<file path="src/rtl/inverter_pipe_pkg.sv">
// inverter_pipe_pkg: per-beat mode encoding and the bitwise operation shared by the pipeline
package inverter_pipe_pkg;

    typedef enum logic [1:0] {
        INV        = 2'b00,
        PASS       = 2'b01,
        MASKED_INV = 2'b10,
        ZERO       = 2'b11
    } inv_mode_e;

    // Works on one bit so the caller can apply it across any WIDTH without a width-fixed signature
    function automatic logic apply_mode(input logic data, input inv_mode_e mode, input logic mask);
        return (mode == INV)        ? ~data :
               (mode == PASS)       ? data :
               (mode == MASKED_INV) ? data ^ mask :
                                      1'b0;
    endfunction

endpackage

</file>
<file path="src/rtl/inverter_pipe_stage.sv">
// pipe_stage: one valid/data register slice with load enable; carries parity when INVERTER_PIPE_PARITY_EN is defined
module pipe_stage #(
    parameter int WIDTH = 8
) (
    input  logic             clk,
    input  logic             rst_n,
    input  logic             load_i,
    input  logic             valid_i,
    input  logic [WIDTH-1:0] data_i,
`ifdef INVERTER_PIPE_PARITY_EN
    input  logic             parity_i,
    output logic             parity_o,
`endif
    output logic             valid_o,
    output logic [WIDTH-1:0] data_o
);

    logic             valid_q;
    logic [WIDTH-1:0] data_q;

    // Slice register: loads upstream valid/data when the stage advances, otherwise holds
    always_ff @(posedge clk or negedge rst_n) begin
        if (!rst_n) begin
            valid_q <= 1'b0;
            data_q  <= '0;
        end else if (load_i) begin
            valid_q <= valid_i;
            data_q  <= data_i;
        end
    end

    assign valid_o = valid_q;
    assign data_o  = data_q;

`ifdef INVERTER_PIPE_PARITY_EN
    logic parity_q;

    // Parity travels with its data word and is held under the same enable
    always_ff @(posedge clk or negedge rst_n) begin
        if (!rst_n) parity_q <= 1'b0;
        else if (load_i) parity_q <= parity_i;
    end

    assign parity_o = parity_q;
`endif

endmodule

</file>
<file path="src/rtl/inverter_pipe.sv">
// inverter_pipe: elastic WIDTH x STAGES valid/ready pipeline applying a per-beat mode; INVERTER_PIPE_PARITY_EN adds out_parity
module inverter_pipe
    import inverter_pipe_pkg::*;
#(
    parameter int WIDTH   = 8,
    parameter int STAGES  = 2,
    parameter int COUNT_W = 16
) (
    input  logic               clk,
    input  logic               rst_n,
    input  logic               in_valid,
    output logic               in_ready,
    input  logic [WIDTH-1:0]   in_data,
    input  logic [1:0]         in_mode,
    input  logic [WIDTH-1:0]   in_mask,
    output logic               out_valid,
    input  logic               out_ready,
    output logic [WIDTH-1:0]   out_data,
`ifdef INVERTER_PIPE_PARITY_EN
    output logic               out_parity,
`endif
    output logic [COUNT_W-1:0] beat_cnt,
    input  logic               cnt_clr
);

    // Chain index k is the input of stage k; index k+1 is its output
    logic [STAGES:0]    vc;
    logic [WIDTH-1:0]   dc [STAGES+1];
    logic [STAGES-1:0]  adv;
    logic [WIDTH-1:0]   op;
    logic [COUNT_W-1:0] cnt_q, cnt_d;

    // Processed word for the beat presented at the input
    always_comb begin
        op = '0;
        for (int i = 0; i < WIDTH; i++) op[i] = apply_mode(in_data[i], inv_mode_e'(in_mode), in_mask[i]);
    end

    // A stage may advance if it is empty or the stage after it advances (bubble collapsing)
    always_comb begin
        adv = '0;
        adv[STAGES-1] = !vc[STAGES] || out_ready;
        for (int k = STAGES - 2; k >= 0; k--) adv[k] = !vc[k+1] || adv[k+1];
    end

    assign in_ready = rst_n && adv[0];
    assign vc[0]    = in_valid;
    assign dc[0]    = op;

`ifdef INVERTER_PIPE_PARITY_EN
    logic [STAGES:0] pc;
    assign pc[0]      = ^op;
    assign out_parity = pc[STAGES];
`endif

    for (genvar g = 0; g < STAGES; g++) begin : g_stage
        pipe_stage #(.WIDTH(WIDTH)) u_stage (
            .clk      (clk),
            .rst_n    (rst_n),
            .load_i   (adv[g]),
            .valid_i  (vc[g]),
            .data_i   (dc[g]),
`ifdef INVERTER_PIPE_PARITY_EN
            .parity_i (pc[g]),
            .parity_o (pc[g+1]),
`endif
            .valid_o  (vc[g+1]),
            .data_o   (dc[g+1])
        );
    end

    assign out_valid = vc[STAGES];
    assign out_data  = dc[STAGES];

    // Clear wins over a coincident output handshake
    always_comb begin
        cnt_d = cnt_clr ? '0 : (out_valid && out_ready) ? cnt_q + COUNT_W'(1) : cnt_q;
    end

    // Output beat counter, wrapping naturally at 2^COUNT_W
    always_ff @(posedge clk or negedge rst_n) begin
        if (!rst_n) cnt_q <= '0;
        else cnt_q <= cnt_d;
    end

    assign beat_cnt = cnt_q;

endmodule

</file>
<file path="config.mk">
export PLATFORM = sky130hd
export DESIGN_NAME = inverter_pipe
export DESIGN_NICKNAME = d
export VERILOG_FILES = /design/src/rtl/inverter_pipe_pkg.sv /design/src/rtl/inverter_pipe_stage.sv /design/src/rtl/inverter_pipe.sv
export SDC_FILE = /design/constraint.sdc
export NUM_CORES = 1
export LEC_CHECK = 0
export BUFFER_PORTS_ARGS = -buffer_cell sky130_fd_sc_hd__buf_2
export CAP_MARGIN = 20
export CORE_UTILIZATION = 45
export CTS_CLUSTER_DIAMETER = 40
export CTS_CLUSTER_SIZE = 16
export DETAILED_ROUTE_END_ITERATION = 12
export PLACE_DENSITY = 0.68
export RECOVER_POWER = 100
export SLEW_MARGIN = 20
export SYNTH_ARGS = -nofsm -noshare
export SYNTH_HDL_FRONTEND = slang
export SYNTH_HIERARCHICAL = 1
export SYNTH_SLANG_ARGS = --single-unit
</file>
<file path="constraint.sdc">
create_clock -name clk -period 3.9 [get_ports clk]
set_input_delay 0 -clock clk [delete_from_list [all_inputs] [get_ports clk]]
set_output_delay 0 -clock clk [all_outputs]
set_load 0.01 [all_outputs]
</file>
==> reports/qor.yml <==
floorplanning:
  initial_core_util: 0.482
  pin_count: 49
  core_um2: 3770
  dieHeight_um: 65.6
  rows: 22
  die_area_um2: 4300
  die_w_um: 65.6
worst_setup_path:
  critical_path_peak_fanout: 35
  critical_path_class: "input pin to primary output"
  crit_start: "rst_n"
  crit_path_end_kind: "primary output"
  cp.required_ps: 3900
  reg2reg_from: "g_stage[1].u_stage/valid_o"
  r2r_slack_ps: 2150
  worstPathArrival_ps: 2230
  cp-start-kind: "input pin"
timing:
  hold_viol: 0
  post-route-min-period_ps: 2230
  fin_tns_setup_ps: 0
  fin_worst_skew_ps: 4.81
  whs_ps: 41.5
  rsz0062_at_grt: "false"
  layout_setup_ws_ps: 1670
  fmax_mhz: 448
  maxSlewHeadroom: -0.232
  slew_viol_final: 36
  finalCritPeriodShare: 0.572
  worst_pin_slew_ps: 1850
  finalSetupViolCount: 0
logic_synthesis:
  synth_simple_gate_area_frac: 0.158
  synth-adder-area-share: 0.00688
  ys_warn_count: 6
  synth_top_family_by_area: "multiplexers"
  yosys.area.top_type: "dfrtp_1"
  yosysSeqAreaShare: 0.468
  syn-instance-count: 160
  synthMuxAreaShare: 0.198
  synth_edf_count: 0
  ys_async_sr_fraction: 1.00
  synth_top_area_frac: 0.468
  yosys-top-cells-area: "dfrtp_1 47%, mux2_4 15%, xor2_1 7.2%"
  yosysMostFrequentCell: "dfrtp_1"
  synth.ff_latch_count: 34
  syn_nets: 184
  synth.avg_cell_area_um2: 11.4
  synth_common_cells: "34 x dfrtp_1, 18 x mux2_4, 15 x nand2_1, 15 x xor2_1, 12 x nor2_1"
  synthXorXnorAreaFrac: 0.0867
  synth_cell_types: 31
  synth_compound_area_frac: 0.0544
  synth_area_um2: 1820
  ys.flop_type: "dfrtp_1"
clock_network:
  clk-insertion-delay-late_ps: 280
  cts_inserted_buffers: 5
  clk_pin_slew_worst_paths_ps: 60
  clockRootBuffer: "clkbuf_8"
  cts_tree: "yes"
  cts.sinks: 34
  htreeDepth: 2
  post_cts_buffers: 0
  cts_buffer_depth: 2
power:
  peakVddDrop_uv: 199
  p_per_area_nw_per_um2: 402
  leakagePower_nw: 0.897
status:
  violations: "max-capacitance violations, max-slew violations"
  outcome: "complete, but fails checks"
detailed_routing:
  avgRoutedWirePerCell_um: 14.1
  routed_wl_mm: 3.62
  ant_nets: 0
  drt_iter0_markers: 84
  via_per_inst: 5.32
  drc: 0
  vias: 1368
  drtPass1Iterations: 4
placed_design:
  portBuffers: 48
  place_ws_ps: 2210
  hpwl_mm: 2.68
  place.gp.congestion: 0.865
hold_path:
  hp-start: "out_ready"
  hold_path.class: "input pin to flip-flop"
layout:
  num-nets-final: 232
  fin_util: 0.554
  syn_to_final_growth_pct: 15.0
  drive_above_1_share: 0.191
  fillers: 359
  n_antenna_cell: 0
global_route:
  grt_pass1_vias: 1408
  grt_max_degree: 36
  antenna_found_initial: 0
  grt_pass1_wl_mm: 6.20
  grt.overflow.total: 0
  grtUsageTotal: 0.193
job:
  maxCapViolCount: 1
==> critical path, cell delays in order <==
cell and delay (ps):
dlygate4sd3_1 520, clkbuf_1 1320, and2_0 240, buf_2 140
==> kinds of logic after synthesis <==
kind of cell             count (synthesis)
XOR/XNOR                                18
AND/OR/NAND/NOR                         55
flip-flops                              34
adder cells (fa/ha/maj)                  1
multiplexers                            26
buffers and inverters                    9
AO/OA/AOI/OAI                           17
==> worst paths after layout <==
| check | endpoint | cells past startpoint |
|---|---|---|
| max | in_ready | 4 |
| min | beat_cnt[1] | 3 |
| max reg2reg | beat_cnt[15] | 4 |
| min reg2reg | g_stage[0].u_stage/data_o[4] | 1 |
| max in group asynchronous | g_stage[0].u_stage/valid_o | 2 |
| min in group asynchronous | g_stage[0].u_stage/data_o[5] | 2 |
==> final cells by class <==
class | instances | area [µm²] | share of cell area
well taps | 48 | 60.1 | 0.0287
clock inverters | 1 | 30.0 | 0.0144
repair buffers | 50 | 228 | 0.109
flip-flops and latches | 34 | 851 | 0.407
clock buffers | 7 | 76.3 | 0.0365
multi-input cells | 117 | 846 | 0.405
==> what timing repair did <==
item	4_1_cts	5_1_grt
hold buffers	2	0
resized for setup	0	0
hold endpoints to repair	35	0
==> report_power, final <==
part           leakage (nW)  internal [mW]  switching, mW
Combinational         0.402         0.0556         0.0658
Clock                0.0524          0.191          0.121
Sequential            0.442          0.386         0.0214
Total                 0.897          0.633          0.208
==> per-stage QoR <==
step	area (µm²)	instances	power (mW)
after floorplan	1820	160	0.520
after global placement	2070	247	0.570
after detailed placement	2070	247	0.575
after CTS	2190	257	0.890
after global routing	2090	257	0.885
final	2090	257	0.841
==> sequential cells by signal, indices dropped and copies added (netlist names) <==
register / count
beat_cnt: 16
g_stage.u_stage/data_o: 16
g_stage.u_stage/valid_o: 2
==> placed cells by master, fill, tap and decap left out, drive strengths merged, types with 3 or more instances in the layout <==
cell,instances
nand2,16
dfrtp,34
xnor2,3
o21ai,3
a21oi,5
o22ai,7
clkbuf,33
or3,4
nor2,12
and4,3
xor2,15
nand3,5
mux2,26
nand4,5
buf,22
==> routing by layer <==
metal / global-route usage / up-vias / share of wire
met5: 0 / - / 0
li1: - / 664 / -
met4: 0.0924 / 0 / 0.020
met2: 0.329 / 29 / 0.48
met1: 0.228 / 667 / 0.45
met3: 0.0451 / 8 / 0.043
Note: power is estimated with default switching activity, not from simulation.
